`config.mk`:
```
export PLATFORM = sky130hd
export DESIGN_NAME = rx_frame_validator
export DESIGN_NICKNAME = d
export VERILOG_FILES = /design/src/rtl/rx_frame_validator.sv
export SDC_FILE = /design/constraint.sdc
export NUM_CORES = 1
export LEC_CHECK = 0
export ABC_AREA = 0
export CORE_ASPECT_RATIO = 0.7
export CORE_MARGIN = 2
export CORE_UTILIZATION = 40
export DETAILED_ROUTE_END_ITERATION = 6
export PLACE_DENSITY = 0.66
export SLEW_MARGIN = 10
export SYNTH_ARGS = -nofsm -noshare
export SYNTH_HDL_FRONTEND = slang
export SYNTH_SLANG_ARGS = --single-unit
```
`constraint.sdc`:
```
create_clock -name clk_in -period 5 [get_ports clk_in]
set_input_delay 1 -clock clk_in [delete_from_list [all_inputs] [get_ports clk_in]]
set_output_delay 1 -clock clk_in [all_outputs]
set_load 0.01 [all_outputs]
```
`src/rtl/rx_frame_validator.sv`:
```
// rx_frame_validator: latches received frames, checks sync and XOR checksum one byte per cycle,
// and hands good frames to the consumer over a valid/ack handshake.
module rx_frame_validator #(
  parameter logic [7:0] SYNC_BYTE = 8'hA5,
  parameter int         CNT_W     = 8
) (
  input  logic             clk_in,
  input  logic             rst_in,
  input  logic [161:0]     rx_data_in,
  input  logic             rx_ready_in,
  output logic [3:0]       msg_type_out,
  output logic [141:0]     payload_out,
  output logic             valid_out,
  input  logic             ack_in,
  output logic             busy_out,
  output logic [CNT_W-1:0] bad_cnt_out,
  output logic [CNT_W-1:0] drop_cnt_out
);
  typedef enum logic [1:0] {IDLE, CHECK, HOLD} state_t;
  state_t       state;
  logic [161:0] frame;
  logic [7:0]   acc;
  logic [4:0]   idx;
  logic [7:0]   base;
  logic [7:0]   chunk;
  logic [7:0]   acc_nxt;
  logic         last;
  logic         pass;
  // Chunk 19 only carries the two payload bits left above the checksum byte.
  always_comb begin
    base    = 8'd161 - {idx, 3'b000};
    last    = idx == 5'd19;
    chunk   = last ? {6'b0, frame[9:8]} : frame[base -: 8];
    acc_nxt = acc ^ chunk;
    pass    = (frame[161:154] == SYNC_BYTE) && (acc_nxt == frame[7:0]);
  end
  always_ff @(posedge clk_in) begin
    if (rst_in) begin
      state        <= IDLE;
      frame        <= '0;
      acc          <= '0;
      idx          <= '0;
      msg_type_out <= '0;
      payload_out  <= '0;
      valid_out    <= 1'b0;
      busy_out     <= 1'b0;
      bad_cnt_out  <= '0;
      drop_cnt_out <= '0;
    end else begin
      case (state)
        IDLE: if (rx_ready_in) begin
          frame    <= rx_data_in;
          acc      <= '0;
          idx      <= '0;
          busy_out <= 1'b1;
          state    <= CHECK;
        end
        CHECK: begin
          acc <= acc_nxt;
          idx <= idx + 5'd1;
          if (rx_ready_in && ~&drop_cnt_out) drop_cnt_out <= drop_cnt_out + CNT_W'(1);
          if (last) begin
            busy_out <= 1'b0;
            if (pass) begin
              msg_type_out <= frame[153:150];
              payload_out  <= frame[149:8];
              valid_out    <= 1'b1;
              state        <= HOLD;
            end else begin
              if (~&bad_cnt_out) bad_cnt_out <= bad_cnt_out + CNT_W'(1);
              state <= IDLE;
            end
          end
        end
        HOLD: if (ack_in) begin
          valid_out <= 1'b0;
          state     <= rx_ready_in ? CHECK : IDLE;
          if (rx_ready_in) begin
            frame    <= rx_data_in;
            acc      <= '0;
            idx      <= '0;
            busy_out <= 1'b1;
          end
        end else if (rx_ready_in && ~&drop_cnt_out) begin
          drop_cnt_out <= drop_cnt_out + CNT_W'(1);
        end
        default: state <= IDLE;
      endcase
    end
  end
endmodule

```
# Word-level counts from Yosys, hierarchy flattened
# Cells that the tools add are included.
# totals
input_bits	166
out_inout_bits	164
ff_bits	341
wordCells	72
# classes
add_sub_neg	4
reduce_logical	17
n_eq_ne	10
shift	1
bitwise	3
muxes	27
# op_table
cell	n
$mux W162	2
$pmux W162 S2	1
$shiftx A169 B9 Y8	1
$mux W8	5
$pmux W8 S3	1
$add A8 B1 Y8 const B	2
$pmux W8 S2	1
$reduce_and A8 Y1	2
$pmux W5 S3	1
$mux W5	2
$ne A2 B2 Y1 const B	5
$reduce_and A3 Y1	3
$eq A8 B8 Y1	1
$eq A8 B8 Y1 const B	1
$mux W2	4
$reduce_and A4 Y1	2
$sub A8 B8 Y8 const A	1
$xor A8 B8 Y8	1
$mux W1	7
$pmux W2 S3	1
$reduce_and A2 Y1	3
$add A5 B1 Y5 const B	1
$eq A5 B5 Y1 const B	1
$reduce_bool A2 Y1	2
9 further kinds	11

# Longest topological paths before layout
# depth
ltp_word	9
depth_mapped	18
mapped_depth_nobuf	11

# Worst setup path before layout
# No wires, ideal clock.
# synth_timing
path_kind	register -> register
start	register idx[0]
end	register payload_out[17]
path_slack_ns	0.782
path_buffers	7
arrival_ns	4.086
path_stages_with_launch	19
setup_ns	0.132
required_ns	4.868
synth_period_minus_slack_ns	4.218
cell_sequence	dfxtp_1 > buf_6 > buf_2 > inv_1 > clkbuf_1 > ha_1 > buf_2 > buf_2 > mux4_2 > mux2i_1 > nor4_1 > a211oi_1 > xnor2_1 > o22ai_1 > or4_1 > buf_2 > buf_4 > o21ai_1 > a21oi_1
# synth_between
elab_chain_len	7
elab_cells_between_ends	8
classes_between	add/sub (1); eq/ne (2); shift (1); mux (1); bitwise (1); reduce/logical (2)
# synth_lines
item	line	source
start, declared	23	logic [4:0] idx;
start signal, assigned	60	idx <= idx + 5'd1;
$sub A8 B8 Y8	31	base = 8'd161 - {idx, 3'b000};
$shiftx A169 B9 Y8	33	chunk = last ? {6'b0, frame[9:8]} : frame[base -: 8];
$mux W8	33	
$xor A8 B8 Y8	34	acc_nxt = acc ^ chunk;
$eq A8 B8 Y1	35	pass = (frame[161:154] == SYNC_BYTE) && (acc_nxt == frame[7:0]);
$logic_and A1 B1 Y1	35	
$reduce_and A3 Y1 (no source line) (*)	n/a	
end signal, assigned	66	payload_out <= frame[149:8];
end, declared	12	output logic [141:0] payload_out,
# Mark *: on every way between the ends. The rest lies on a longest branch, timed or not.
# A chain may end at the register's enable or synchronous reset.

# Worst setup path in the final report
# layout_timing
start	register idx[1]
end	register payload_out[56]
# The elaborated chain is that of the path after synthesis.

==> metrics <==
status=completed; vias in the first global route=about 13k; Die X=between 200 and 250 microns; total track usage=a little over a quarter; Cell Area, Synth=roughly 0.014 sq mm; Worst VDD drop=around 0.21 mV; Reg2Reg Setup Slack=roughly 400 ps; share of layout cells above drive strength 1=7.07%; Synth Area in Compound Gates=approximately a fifth; clk root buf=clkbuf_16; R2R Path Start=idx[1]; Synth cell types=67; CTS tree=built; die height=roughly 160 microns; Synth Area in Simple Gates=19.3%; mux contribution to synthesized area=between 6 and 7%; placed inst area=between 0.015 and 0.02 sq mm; Remaining DRCs=0; Longest Clk Path Bufs=3; Via Count=roughly 14k; Post-synth EDFFs=0; Post-CTS Setup Bufs=0; Finished Cell Area=roughly 0.019 sq mm; PwrDens=324 mW/mm^2; # rows=58; Hold Crit Depth=2; final net count=2170; Critical Path End Type=flip-flop; largest net degree at the start of global routing=~140; post-synth top area cell=dfxtp_1; DIE AREA=0.0377 sq mm; Synth top area share=47.2%; post-cts sizing count=0; fmax=217 MHz; clock sink count=341; Final ANT Viol Nets=0; YS warnings=0; Hold Path Sink=frame[75]; total CTS buffers=35; port bufs=approximately 330; Tightest Pin Transition=1080 ps; hold_buf cts=0; ys async rst share=0%; Area Overhead vs Synth=32.2%; Post-synth top flop=dfxtp_1; Worst Hold Class=flip-flop to flip-flop; final-report setup violation count=0; Synth Area in XOR/XNOR=between 1.5 and 2%; worst path arrival time=between 4000 and 5000 ps; Clock Skew=around 13 ps; gr ovfl total=0; syn nets=1945; GPL Wtd Cong=around 0.90; pins over their slew limit=0; CP max FO=85; Post-Synthesis Cells=between 1.5k and 2k; Post-synth top cells=nand2_1, dfxtp_1, a21oi_1, nand3_1, o21ai_1; # IOs=330; Seq/Total Area, Yosys=47.2%; first-pass GRT wire length=76.8 mm; kind of critical path=flip-flop to flip-flop; core area=~0.036 sq mm; number of max-cap violations=0; main combinational cell family by area after synthesis=compound AO/OA/AOI/OAI gates; leakage=about 6.5 nW; Hold Startpoint=frame[75]; Vias/cell=approximately 5.6; RSZ-0062 raised after global routing=no; Seq cells post-synth=approximately 340; Clock Latency Late Sink=approximately 530 ps; Reg clk slew, reported paths=60 ps; Final Critical Period=~4600 ps; DR pass1 iterations=7; Crit path required time=approximately 5400 ps; Initial Util=between 40% and 50%; adder-cell share of the synthesized area=less than 1%; worst r2r path cells=13; period utilisation layout=92.0%; first-iteration detailed-routing DRC count=approximately 1.5k; sum of negative setup slack=0 ps; DP HPWL=approximately 34 mm; Startpoint Class=flip-flop; Worst slew margin=28.3%; CTS HTree Levels=2; most frequent cell after synthesis=nand2_1; final hold vios=0; Critical Path Source=idx[1]; FF-to-FF End=payload_out[56]; Syn Area/Cell=about 8 sq um; initial antenna violation count=0; synth top area cells=dfxtp_1, a21oi_1, nand2_1; ant diodes=0; total wire length=between 50 and 60 mm; Avg WL per Cell=roughly 20 microns
## routing by layer
metal | vias up | global-route usage (%) | routed length [microns] | share of wire (%)
li1 | 6663 | - | - | -
met1 | 6757 | 39.5 | 23800 | 47
met2 | 604 | 37.6 | 21400 | 42
met3 | 52 | 6.30 | 4880 | 9.6
met4 | 0 | 4.72 | 705 | 1.4
met5 | - | 0 | 0 | 0
## worst max path at each step
| stage | end | slack (ps) | depth (start not counted) |
|---|---|---|---|
| floorplan | payload_out[17] | 780 | 18 |
| global placement | payload_out[56] | 610 | 13 |
| detailed placement | payload_out[57] | 580 | 13 |
| CTS | payload_out[56] | 560 | 13 |
| global route | payload_out[56] | 220 | 13 |
| finish | payload_out[56] | 400 | 13 |
## kinds of logic after synthesis
kind of cell | count (synthesis)
DFF | 341
xor gates and xnor gates | 24
muxes | 58
adders and majority gates | 4
buffers and inverters | 170
and+or+nand+nor | 634
AOI/OAI and AO/OA | 544
## worst max-delay path: stages, from the launching register on
cell      delay (ps)
dfxtp_1          470
inv_1             80
ha_2             510
buf_12           310
mux4_2           370
mux2i_1          260
nor4_1           120
a211oi_1         430
xnor2_1          180
o22ai_1          150
or4_4            750
buf_12           290
o21ai_0          270
a21oi_1          100
## layout make-up
type / count / area (sq um)
Clock buffer: 46 / 1020
Fill cell: 3310 / 16700
Tap cell: 480 / 601
Clock inverter: 15 / 144
Timing Repair Buffer: 353 / 3570
Multi-Input combinational cell: 1264 / 6940
Sequential cell: 341 / 6830
Inverter: 5 / 18.8
## power breakdown
group	total [mW]	internal, mW	switching (mW)
combinational	0.631	0.288	0.343
clock	2.67	1.55	1.12
sequential	2.90	2.80	0.0953
total	6.20	4.64	1.56
## flip-flops by register name, indices dropped and copies added, names as in the netlist
register      count
acc               8
bad_cnt_out       8
drop_cnt_out      8
payload_out     142
frame           162
msg_type_out      4
state             2
busy_out          1
valid_out         1
idx               5
## placed cells by master (no fill, tap or decap), types with 26 or more instances in the layout
cell / n
a21oi_1: 329
clkbuf_16: 37
clkdlybuf4s50_1: 328
dfxtp_1: 340
mux4_2: 26
nand2_1: 361
nand3_1: 179
nor2_1: 31
o21ai_0: 26
o21ai_1: 132
## stage by stage
step	total power [mW]	hold WS [ps]	instances	setup WS (ps)	util, %
3_5_place_dp	3.58	461	2443	582	50.2
6_report	6.20	471	2504	401	53.4
4_1_cts	6.23	472	2504	555	53.4
5_1_grt	6.42	490	2504	220	53.4
2_1_floorplan	3.28	444	1775	782	-
3_3_place_gp	3.58	456	2443	610	50.2
No activity file was read; power rests on OpenSTA's default activity.
